### src/rtl/rhythm_pkg.sv
// Shared types and constants for the multi-lane rhythm judgement engine.
package rhythm_pkg;

  typedef enum logic [1:0] {
    NONE    = 2'd0,
    PERFECT = 2'd1,
    GOOD    = 2'd2,
    MISS    = 2'd3
  } judge_kind_e;

  localparam int PTS_PERFECT = 3;
  localparam int PTS_GOOD    = 1;

  // Address width for a count of items; never returns less than 1 bit.
  function automatic int clog2(input int value);
    int r;
    r = 0;
    while ((1 << r) < value) r++;
    return (r == 0) ? 1 : r;
  endfunction

endpackage

### src/rtl/lane_note_fifo.sv
// Per-lane circular note queue holding the scheduled game step of each pending note.
module lane_note_fifo
  import rhythm_pkg::*;
#(
  parameter int DEPTH = 4,
  parameter int WIDTH = 10
) (
  input  logic             clk,
  input  logic             rst,
  input  logic             clear,
  input  logic             push,
  input  logic             pop,
  input  logic [WIDTH-1:0] din,
  output logic [WIDTH-1:0] head,
  output logic             full,
  output logic             empty
);

  localparam int AW = clog2(DEPTH);

  logic [WIDTH-1:0] mem [DEPTH];
  logic [AW:0]      wr_ptr;
  logic [AW:0]      rd_ptr;
  logic             do_push;
  logic             do_pop;

  // The extra pointer bit separates a full queue from an empty one.
  assign empty   = (wr_ptr == rd_ptr);
  assign full    = (wr_ptr[AW] != rd_ptr[AW]) && (wr_ptr[AW-1:0] == rd_ptr[AW-1:0]);
  assign head    = mem[rd_ptr[AW-1:0]];
  assign do_push = push && !full && !clear;
  assign do_pop  = pop && !empty && !clear;

  always_ff @(posedge clk or posedge rst) begin
    if (rst) begin
      wr_ptr <= '0;
      rd_ptr <= '0;
    end else if (clear) begin
      wr_ptr <= '0;
      rd_ptr <= '0;
    end else begin
      if (do_push) wr_ptr <= wr_ptr + 1'b1;
      if (do_pop)  rd_ptr <= rd_ptr + 1'b1;
    end
  end

  always_ff @(posedge clk) begin
    if (do_push) mem[wr_ptr[AW-1:0]] <= din;
  end

endmodule

### src/rtl/rhythm_judge_multilane.sv
// Multi-lane rhythm judge: per-lane note queues, perfect/good/miss windows,
// combo tracking and a saturating score.
module rhythm_judge_multilane
  import rhythm_pkg::*;
#(
  parameter int LANES       = 8,
  parameter int DEPTH       = 4,
  parameter int TIMER_W     = 10,
  parameter int WIN_PERFECT = 1,
  parameter int WIN_GOOD    = 3,
  parameter int SCORE_W     = 16,
  parameter int COMBO_W     = 8
) (
  input  logic                      CLOCK50M,
  input  logic                      reset,
  input  logic                      clear,
  input  logic                      game_run,
  input  logic                      game_tick,
  input  logic [TIMER_W-1:0]        game_timer,
  input  logic                      note_valid,
  input  logic [clog2(LANES)-1:0]   note_lane,
  input  logic [TIMER_W-1:0]        note_time,
  output logic                      note_ready,
  input  logic [LANES-1:0]          user_key,
  output logic [LANES-1:0]          judge_perfect,
  output logic [LANES-1:0]          judge_good,
  output logic [LANES-1:0]          judge_miss,
  output logic [SCORE_W-1:0]        score,
  output logic [COMBO_W-1:0]        combo,
  output logic [COMBO_W-1:0]        max_combo,
  output logic                      overflow
);

  localparam int LANE_W = clog2(LANES);
  localparam int SUM_W  = SCORE_W + LANE_W + 3;
  localparam int CSUM_W = COMBO_W + LANE_W + 1;

  localparam logic [TIMER_W-1:0] WIN_PERFECT_T = TIMER_W'(WIN_PERFECT);
  localparam logic [TIMER_W-1:0] WIN_GOOD_T    = TIMER_W'(WIN_GOOD);
  localparam logic [SUM_W-1:0]   SCORE_CAP     = {{(SUM_W-SCORE_W){1'b0}}, {SCORE_W{1'b1}}};
  localparam logic [CSUM_W-1:0]  COMBO_CAP     = {{(CSUM_W-COMBO_W){1'b0}}, {COMBO_W{1'b1}}};

  logic [LANES-1:0]   key_s;
  logic [LANES-1:0]   key_prev;
  logic [LANES-1:0]   press;
  logic [LANES-1:0]   lane_full;
  logic [LANES-1:0]   lane_empty;
  logic [LANES-1:0]   lane_push;
  logic [LANES-1:0]   lane_pop;
  logic [TIMER_W-1:0] head_time [LANES];
  logic [LANES-1:0]   hit_perfect;
  logic [LANES-1:0]   hit_good;
  logic [LANES-1:0]   hit_miss;
  logic               push_ok;

  int                 n_perfect;
  int                 n_good;
  logic [SUM_W-1:0]   score_sum;
  logic [SCORE_W-1:0] score_next;
  logic [CSUM_W-1:0]  combo_sum;
  logic [COMBO_W-1:0] combo_next;
  logic [COMBO_W-1:0] max_next;

  // Note handshake: a note transfers on a cycle with note_valid && note_ready.
  // note_ready depends only on the addressed lane's registered full flag, never
  // on note_valid or on a pop in the same cycle.
  assign note_ready = !lane_full[note_lane];
  assign push_ok    = note_valid && note_ready && !clear;

  // key_s is the sampled key level; a press is a rise between two samples.
  assign press = key_s & ~key_prev;

  for (genvar i = 0; i < LANES; i++) begin : g_lane
    logic [TIMER_W-1:0] diff;
    logic [TIMER_W-1:0] mag;
    logic               late;
    judge_kind_e        kind;

    // diff is timer minus head modulo 2^TIMER_W, read as a signed quantity.
    assign lane_push[i] = push_ok && (note_lane == LANE_W'(i));
    assign diff         = game_timer - head_time[i];
    assign mag          = diff[TIMER_W-1] ? -diff : diff;
    assign late         = !diff[TIMER_W-1] && (diff > WIN_GOOD_T);

    always_comb begin
      kind = NONE;
      if (game_run && !lane_empty[i]) begin
        if (press[i] && (mag <= WIN_PERFECT_T))   kind = PERFECT;
        else if (press[i] && (mag <= WIN_GOOD_T)) kind = GOOD;
        else if (game_tick && late)               kind = MISS;
      end
    end

    assign hit_perfect[i] = (kind == PERFECT);
    assign hit_good[i]    = (kind == GOOD);
    assign hit_miss[i]    = (kind == MISS);
    assign lane_pop[i]    = (kind != NONE);

    lane_note_fifo #(
      .DEPTH (DEPTH),
      .WIDTH (TIMER_W)
    ) u_fifo (
      .clk   (CLOCK50M),
      .rst   (reset),
      .clear (clear),
      .push  (lane_push[i]),
      .pop   (lane_pop[i]),
      .din   (note_time),
      .head  (head_time[i]),
      .full  (lane_full[i]),
      .empty (lane_empty[i])
    );
  end

  always_comb begin
    n_perfect  = $countones(hit_perfect);
    n_good     = $countones(hit_good);
    score_sum  = SUM_W'(score) + SUM_W'(PTS_PERFECT * n_perfect) + SUM_W'(PTS_GOOD * n_good);
    score_next = (score_sum > SCORE_CAP) ? '1 : score_sum[SCORE_W-1:0];
    // Any miss this cycle breaks the old combo before this cycle's hits count.
    combo_sum  = ((|hit_miss) ? '0 : CSUM_W'(combo)) + CSUM_W'(n_perfect + n_good);
    combo_next = (combo_sum > COMBO_CAP) ? '1 : combo_sum[COMBO_W-1:0];
    max_next   = (combo_next > max_combo) ? combo_next : max_combo;
  end

  always_ff @(posedge CLOCK50M or posedge reset) begin
    if (reset) begin
      key_s         <= '0;
      key_prev      <= '0;
      judge_perfect <= '0;
      judge_good    <= '0;
      judge_miss    <= '0;
      score         <= '0;
      combo         <= '0;
      max_combo     <= '0;
      overflow      <= 1'b0;
    end else if (clear) begin
      // Keys already held at clear must not count as fresh presses.
      key_s         <= user_key;
      key_prev      <= user_key;
      judge_perfect <= '0;
      judge_good    <= '0;
      judge_miss    <= '0;
      score         <= '0;
      combo         <= '0;
      max_combo     <= '0;
      overflow      <= 1'b0;
    end else begin
      key_s         <= user_key;
      key_prev      <= key_s;
      judge_perfect <= hit_perfect;
      judge_good    <= hit_good;
      judge_miss    <= hit_miss;
      score         <= score_next;
      combo         <= combo_next;
      max_combo     <= max_next;
      if (note_valid && lane_full[note_lane]) overflow <= 1'b1;
    end
  end

endmodule

### config.mk
export PLATFORM = sky130hd
export DESIGN_NAME = rhythm_judge_multilane
export DESIGN_NICKNAME = d
export VERILOG_FILES = /design/src/rtl/rhythm_pkg.sv /design/src/rtl/lane_note_fifo.sv /design/src/rtl/rhythm_judge_multilane.sv
export SDC_FILE = /design/constraint.sdc
export NUM_CORES = 1
export LEC_CHECK = 0
export ABC_AREA = 1
export CORE_MARGIN = 10
export CORE_UTILIZATION = 60
export CTS_BUF_LIST = sky130_fd_sc_hd__clkbuf_8
export CTS_CLUSTER_SIZE = 24
export DETAILED_ROUTE_END_ITERATION = 12
export GPL_TIMING_DRIVEN = 0
export PLACE_DENSITY = 0.79
export SYNTH_ARGS = -nofsm -noshare
export SYNTH_HDL_FRONTEND = slang
export SYNTH_SLANG_ARGS = --single-unit
### constraint.sdc
create_clock -name CLOCK50M -period 14.9 [get_ports CLOCK50M]
set_clock_uncertainty 0.05 [all_clocks]
set_input_delay 1.49 -clock CLOCK50M [delete_from_list [all_inputs] [get_ports CLOCK50M]]
set_output_delay 1.49 -clock CLOCK50M [all_outputs]
set_load 0.02 [all_outputs]
==> out/results.ini, run 1 <==
[status]
outcome=finished, final reports clean

[synthesis]
synth_largest_type_area_fraction_pct=38.6
synth_top_family_by_area=simple AND/OR/NAND/NOR gates
post-synth-top-area-cell=sky130_fd_sc_hd__edfxtp_1
async_flop_share_pct=27.4
syn_avg_cell_area_sq_um=9.29
synth.area.top_cells=sky130_fd_sc_hd__edfxtp_1 (39%), sky130_fd_sc_hd__dfrtp_1 (12%), sky130_fd_sc_hd__nand2_1 (10%), sky130_fd_sc_hd__ha_1 (7.7%), sky130_fd_sc_hd__inv_1 (4.8%)
syn_area_sq_mm=0.0249
synth_compound_area_share_pct=8.77
synth-edff-count=320
synth.distinct_cells=58
ys.flop_type=sky130_fd_sc_hd__edfxtp_1
synth.mux.area_fraction_pct=0.201
synth_cells=2679
synthXorXnorAreaFrac_pct=3.92
synth_simple_gate_area_share_pct=20.5
synthAdderAreaFrac_pct=9.78
postSynthNetCount=2895
yosysSeqAreaShare_pct=50.8
ys.warnings.count=0
ys_ff_latch=441

[clock_tree]
postCtsSetupBuffers=0
clkTransAtPathRegs_ns=0.06
clkLatencyLatePin_ns=0.63
cts_made_buffers=73
tritoncts=built
cts_root_buf=sky130_fd_sc_hd__clkbuf_8
h-tree-depth=3
post_cts_resized=0
ctsHoldBuffers=0
clk_path_buf_depth=3
cts.sinks=441

[critical_path]
highest_net_fanout_along_the_worst_path=11
worst_path_max_delay_cell=sky130_fd_sc_hd__clkdlybuf4s50_1
cp_slowest_stage_delay_ns=1.24
worstPathRequired_ns=15.36
worstSetupStartpointType=input pin
crit_path_frequent_cell=sky130_fd_sc_hd__inv_1
critical_path_arrival_ns=12.64
timing.setup.critical_path_class=in -> reg
worst_setup_path_end_kind=flop

[grt]
grt_pass1_vias=19200
grt_overflow=0
grt_start_max_net_pins=79
grt_pass1_wl_microns=102000
track_usage_pct=25.9
grt_antenna_before_repair=0

[timing]
timing_worst_slew_pin_value_ns=1.42
final_cycle_utilization_of_the_critical_path_pct=81.8
fmaxAchievable_ghz=0.0821
timing.max_slew.rel_slack_pct=5.32
finalMaxSlewViolations=0
report.final.hold_viol_count=0
post_route_worst_setup_slack_ns=2.72
setup_total_negative_slack_ns=0
hold_ws_ns=0.434
layout_min_cycle_time_ns=12.18
rsz0062_at_grt=no
finalSetupViolations=0

[place]
setup_slack_placement_ns=2.21
globalplace.congestion=0.940
postPlaceCellArea_sq_mm=0.0265
placedCellCount=3304
hpwlAfterDp_microns=46300
port_buffers=92

[power_and_ir_drop]
post_layout_power_mw=2.70
power.density_mw_per_mm2=96.6
cellLeakagePower_nw=12.6
worst_ir_drop_vdd_v=0.0000694

[final_layout]
mostFrequentLayoutCells=sky130_fd_sc_hd__nand2_1 (681), sky130_fd_sc_hd__inv_1 (336), sky130_fd_sc_hd__edfxtp_1 (320), sky130_fd_sc_hd__nand3_1 (199), sky130_fd_sc_hd__nor2_1 (191)
final_layout_size_suffix_gt1_share_pct=5.69
final_core_util_pct=68.2
num-nets-final=3063
layout.cells.most_common=sky130_fd_sc_hd__nand2_1
final_design_area_no_fill_sq_mm=0.0279
layout-area-overhead-vs-synth_pct=12.2
layout.cells.non_filler=3434

[flow_run]
cap_violations=0

[die]
core_area_sq_mm=0.0409
height_of_the_die_microns=224
initial_utilization_pct=60.8
die-area_sq_mm=0.0500
core.rowCount=74
die_w_microns=224
top_level_ports=95

[routing]
drt_first_iter_violations=2017
number_of_iterations_in_the_first_detailed_routing_pass=6
antenna_left=0
drc=0
vias=19800
detail_route.wl_per_cell_microns=19.2
detail_route.wirelength_microns=65800
detail_route.vias_per_cell=5.76

[worst_hold_path]
hold_path_class=reg -> reg

kinds of logic (layout without fill, tap and decap cells):
group	count (synthesis)	in the layout
AOI/OAI and AO/OA	353	353
xor gates and xnor gates	107	107
adders and majority gates	179	179
buffers and inverters	396	618
DFF	441	441
muxes	5	5
other	0	1
and+or+nand+nor	1198	1198
worst max-delay path: cells and delay by family:
kind	cells	cell delay (ns)
adder cells (fa/ha/maj)	9	3.78
AO/OA/AOI/OAI	6	0.85
XOR/XNOR	2	0.57
AND/OR/NAND/NOR	18	3.22
buffers and inverters	9	2.70
registers in the layout (all words and copies together), names as in the netlist:
register / flops
g_lane.u_fifo.mem: 320
g_lane.u_fifo.rd_ptr: 24
g_lane.u_fifo.wr_ptr: 24
score: 16
combo: 8
judge_good: 8
judge_miss: 8
judge_perfect: 8
key_prev: 8
key_s: 8
max_combo: 8
overflow: 1
final timing paths:
path / from / depth (start not counted) / slack [ns] / end
worst max-delay path: game_timer[1] / 44 / 2.72 / max_combo[6]$_DFFE_PP0P_
worst min-delay path: g_lane[6].u_fifo.wr_ptr[2]$_DFFE_PP0P_ / 1 / 0.43 / g_lane[6].u_fifo.wr_ptr[2]$_DFFE_PP0P_
worst max register to register: g_lane[1].u_fifo.rd_ptr[0]$_DFFE_PP0P_ / 47 / 4.07 / max_combo[6]$_DFFE_PP0P_
worst min register to register: g_lane[6].u_fifo.wr_ptr[2]$_DFFE_PP0P_ / 1 / 0.43 / g_lane[6].u_fifo.wr_ptr[2]$_DFFE_PP0P_
max in group asynchronous: reset / 3 / 12.81 / key_prev[0]$_DFF_PP0_
min in group asynchronous: reset / 2 / 1.22 / score[12]$_DFF_PP0_
report_power, final:
| part | switching, mW | internal (mW) | leakage [nW] |
|---|---|---|---|
| Combinational | 0.209 | 0.0940 | 7.25 |
| Clock | 0.482 | 0.581 | 0.781 |
| Sequential | 0.00338 | 1.33 | 4.53 |
| Total | 0.695 | 2.00 | 12.6 |
layer usage:
| layer | part of all wire [%] | routed length [microns] | global-route usage (%) | vias up |
|---|---|---|---|---|
| li1 | - | - | - | 9412 |
| met1 | 42 | 27400 | 33.9 | 9398 |
| met2 | 46 | 30200 | 41.7 | 831 |
| met3 | 9.1 | 5990 | 4.71 | 141 |
| met4 | 3.4 | 2210 | 10.8 | 0 |
| met5 | 0 | 0 | 0 | - |
layout make-up:
cell class | count | area [sq um]
antenna | 1 | 2.50
buffer | 59 | 246
clock buffer | 76 | 1050
clock inverter | 53 | 405
fill | 3150 | 13000
inverter | 337 | 1270
multi-input combinational | 1842 | 10700
sequential | 441 | 12600
tap | 532 | 666
timing repair buffer | 93 | 908
Yosys cell counts, types with 40 or more instances:
master,number
sky130_fd_sc_hd__a21oi_1,149
sky130_fd_sc_hd__clkbuf_1,40
sky130_fd_sc_hd__o21ai_0,91
sky130_fd_sc_hd__a32o_1,58
sky130_fd_sc_hd__ha_1,153
sky130_fd_sc_hd__inv_1,321
sky130_fd_sc_hd__edfxtp_1,320
sky130_fd_sc_hd__xor2_1,65
sky130_fd_sc_hd__nand2_1,681
sky130_fd_sc_hd__dfrtp_1,121
sky130_fd_sc_hd__nand3_1,199
sky130_fd_sc_hd__nor2_1,191
(Power assumes the default switching activity.)
==> inputs of run 2 (changes only) <==
Clock period 14.9 ns to 12.2 ns, I/O delays scaled along.
==> run 2 against run 1 <==
Register-to-register slack lost 2.7 ns. Power grew 22%. Via count grew 0.12%. Critical path depth is the same. Combinational power grew 22%. Sequential power grew 22%. Sequential cell count is the same. Sequential share of layout area is essentially flat. Critical endpoint unchanged.
==> out/results.ini, run 2 (synthesis results as in run 1) <==
[status]
outcome=finished, final reports clean

[power_and_ir_drop]
cellLeakagePower_nw=12.6  ; about the same
post_layout_power_mw=3.30  ; +22%
worst_ir_drop_vdd_v=0.0000852  ; +23%
power.density_mw_per_mm2=118  ; +22%

[routing]
detailroute.wirelength.met2_microns=30300  ; +0.22%
antenna_left=0  ; unchanged
top_layer_used=met4
drt_first_iter_violations=2146  ; +6.4%
number_of_iterations_in_the_first_detailed_routing_pass=6  ; unchanged
detail_route.wl_per_cell_microns=19.2  ; +0.23%
detail_route.vias_per_cell=5.77  ; +0.12%
routed_length_on_met1_microns=27500  ; +0.35%
vias=19800  ; +0.12%
drc=0  ; unchanged
detail_route.wirelength_microns=65900  ; +0.23%
dr_wl_met3_microns=6000  ; +0.13%

[place]
port_buffers=92  ; unchanged
placedCellCount=3304  ; unchanged
hpwlAfterDp_microns=46300  ; unchanged
globalplace.congestion=0.940  ; unchanged
postPlaceCellArea_sq_mm=0.0265  ; unchanged

[clock_tree]
clkTransAtPathRegs_ns=0.06  ; about the same
tritoncts=built
postCtsSetupBuffers=0  ; unchanged
cts_root_buf=sky130_fd_sc_hd__clkbuf_8
cts_made_buffers=73  ; unchanged
cts.sinks=441  ; unchanged
clkLatencyLatePin_ns=0.63  ; about the same
h-tree-depth=3  ; unchanged
ctsHoldBuffers=0  ; unchanged
clk_path_buf_depth=3  ; unchanged

[critical_path]
worst_setup_path_end_kind=flop
worst_path_max_delay_cell=sky130_fd_sc_hd__dlymetal6s2s_1
timing.setup.critical_path_class=in -> reg
cp_slowest_stage_delay_ns=0.86  ; -0.38 ns
worstSetupStartpointType=input pin
highest_net_fanout_along_the_worst_path=11  ; unchanged
critical_path_arrival_ns=12.00  ; -0.64 ns
crit_path_frequent_cell=sky130_fd_sc_hd__inv_1
worstPathRequired_ns=12.66  ; -2.70 ns

[final_layout]
layout-area-overhead-vs-synth_pct=12.2  ; about the same
final_layout_size_suffix_gt1_share_pct=5.69  ; unchanged
final_design_area_no_fill_sq_mm=0.0279  ; about the same
largest_reg_flops=320  ; unchanged
mostFrequentLayoutCells=sky130_fd_sc_hd__nand2_1 (681), sky130_fd_sc_hd__inv_1 (336), sky130_fd_sc_hd__edfxtp_1 (320), sky130_fd_sc_hd__nand3_1 (199), sky130_fd_sc_hd__nor2_1 (191)
layout.cells.non_filler=3434  ; unchanged
fill_cells=3150  ; unchanged
layout.cells.most_common=sky130_fd_sc_hd__nand2_1
final_core_util_pct=68.2  ; about the same
num-nets-final=3063  ; unchanged

[grt]
track_usage_pct=25.9  ; unchanged
grt_pass1_wl_microns=102000  ; unchanged
grt_pass1_vias=19200  ; unchanged
grt_antenna_before_repair=0  ; unchanged
grt_start_max_net_pins=79  ; unchanged
grt_overflow=0  ; unchanged

[worst_hold_path]
hold_path_class=reg -> reg

[timing]
finalMaxSlewViolations=0  ; unchanged
report.final.hold_viol_count=0  ; unchanged
fmaxAchievable_ghz=0.0867
timing.max_slew.rel_slack_pct=6.32  ; +1.0 points
final_cycle_utilization_of_the_critical_path_pct=94.6
setup_total_negative_slack_ns=0  ; unchanged
layout_min_cycle_time_ns=11.54
rsz0062_at_grt=no
finalSetupViolations=0  ; unchanged
timing_worst_slew_pin_value_ns=1.40  ; -0.0149 ns

[die]
top_level_ports=95  ; unchanged
core_area_sq_mm=0.0409  ; unchanged
die_w_microns=224  ; unchanged
initial_utilization_pct=60.8  ; unchanged
core.rowCount=74  ; unchanged
die-area_sq_mm=0.0500  ; unchanged
height_of_the_die_microns=224  ; unchanged

[flow_run]
cap_violations=0  ; unchanged

run 2: cell count changes in the layout (fill, tap and decap cells not counted):
cell                              previous run  this run
sky130_fd_sc_hd__clkdlybuf4s50_1            84        83
sky130_fd_sc_hd__dlymetal6s2s_1              0         1
run 2: what timing repair did:
action                     CTS  global route
setup endpoints to repair    0            18
hold endpoints to repair     0             0
gates resized for setup      0             1
run 2: layer usage:
layer	track usage, %	vias up
met5	0	-
met4	10.8	0
met3	4.71	141
met2	41.7	844
met1	33.9	9416
li1	-	9405
run 2: critical path, delay by kind of cell:
family	cells	cell delay, ns
AOI/OAI and AO/OA	6	0.85
xor gates and xnor gates	2	0.57
adders and majority gates	9	3.77
buffers and inverters	9	2.34
and+or+nand+nor	18	3.22
run 2: worst paths after layout:
| check | to | depth (start not counted) | slack, ns | from |
|---|---|---|---|---|
| setup / recovery | max_combo[6]$_DFFE_PP0P_ | 44 | 0.66 | game_timer[1] |
| hold / removal | g_lane[3].u_fifo.wr_ptr[2]$_DFFE_PP0P_ | 1 | 0.44 | g_lane[3].u_fifo.wr_ptr[2]$_DFFE_PP0P_ |
| setup reg to reg | max_combo[6]$_DFFE_PP0P_ | 51 | 1.35 | g_lane[1].u_fifo.rd_ptr[0]$_DFFE_PP0P_ |
| hold reg to reg | g_lane[3].u_fifo.wr_ptr[2]$_DFFE_PP0P_ | 1 | 0.44 | g_lane[3].u_fifo.wr_ptr[2]$_DFFE_PP0P_ |
| max in group asynchronous | key_prev[0]$_DFF_PP0_ | 3 | 10.38 | reset |
| min in group asynchronous | score[12]$_DFF_PP0_ | 2 | 0.95 | reset |
run 2: power breakdown:
group,internal [mW],switching (mW),leakage (nW)
registers,1.62,0.00411,4.53
logic,0.115,0.255,7.26
clock network,0.710,0.592,0.781
run 2: layout make-up:
type | instances | area (sq um) | share of cell area (%)
Sequential cell | 441 | 12600 | 45.3
Multi-Input combinational cell | 1842 | 10700 | 38.5
Inverter | 337 | 1270 | 4.55
Clock buffer | 76 | 1050 | 3.75
Timing Repair Buffer | 93 | 911 | 3.26
Tap cell | 532 | 666 | 2.38
Clock inverter | 53 | 405 | 1.45
Buffer | 59 | 246 | 0.883
Antenna cell | 1 | 2.50 | 0.00896
run 2: stage by stage:
| step | setup WS [ns] | hold slack, ns |
|---|---|---|
| final | 0.661 | 0.438 |
| after global routing | 0.115 | 0.461 |
| after detailed placement | -0.220 | 0.429 |
| after global placement | -0.145 | 0.420 |
| after floorplan | 2.75 | 0.403 |
| after CTS | 0.382 | 0.437 |
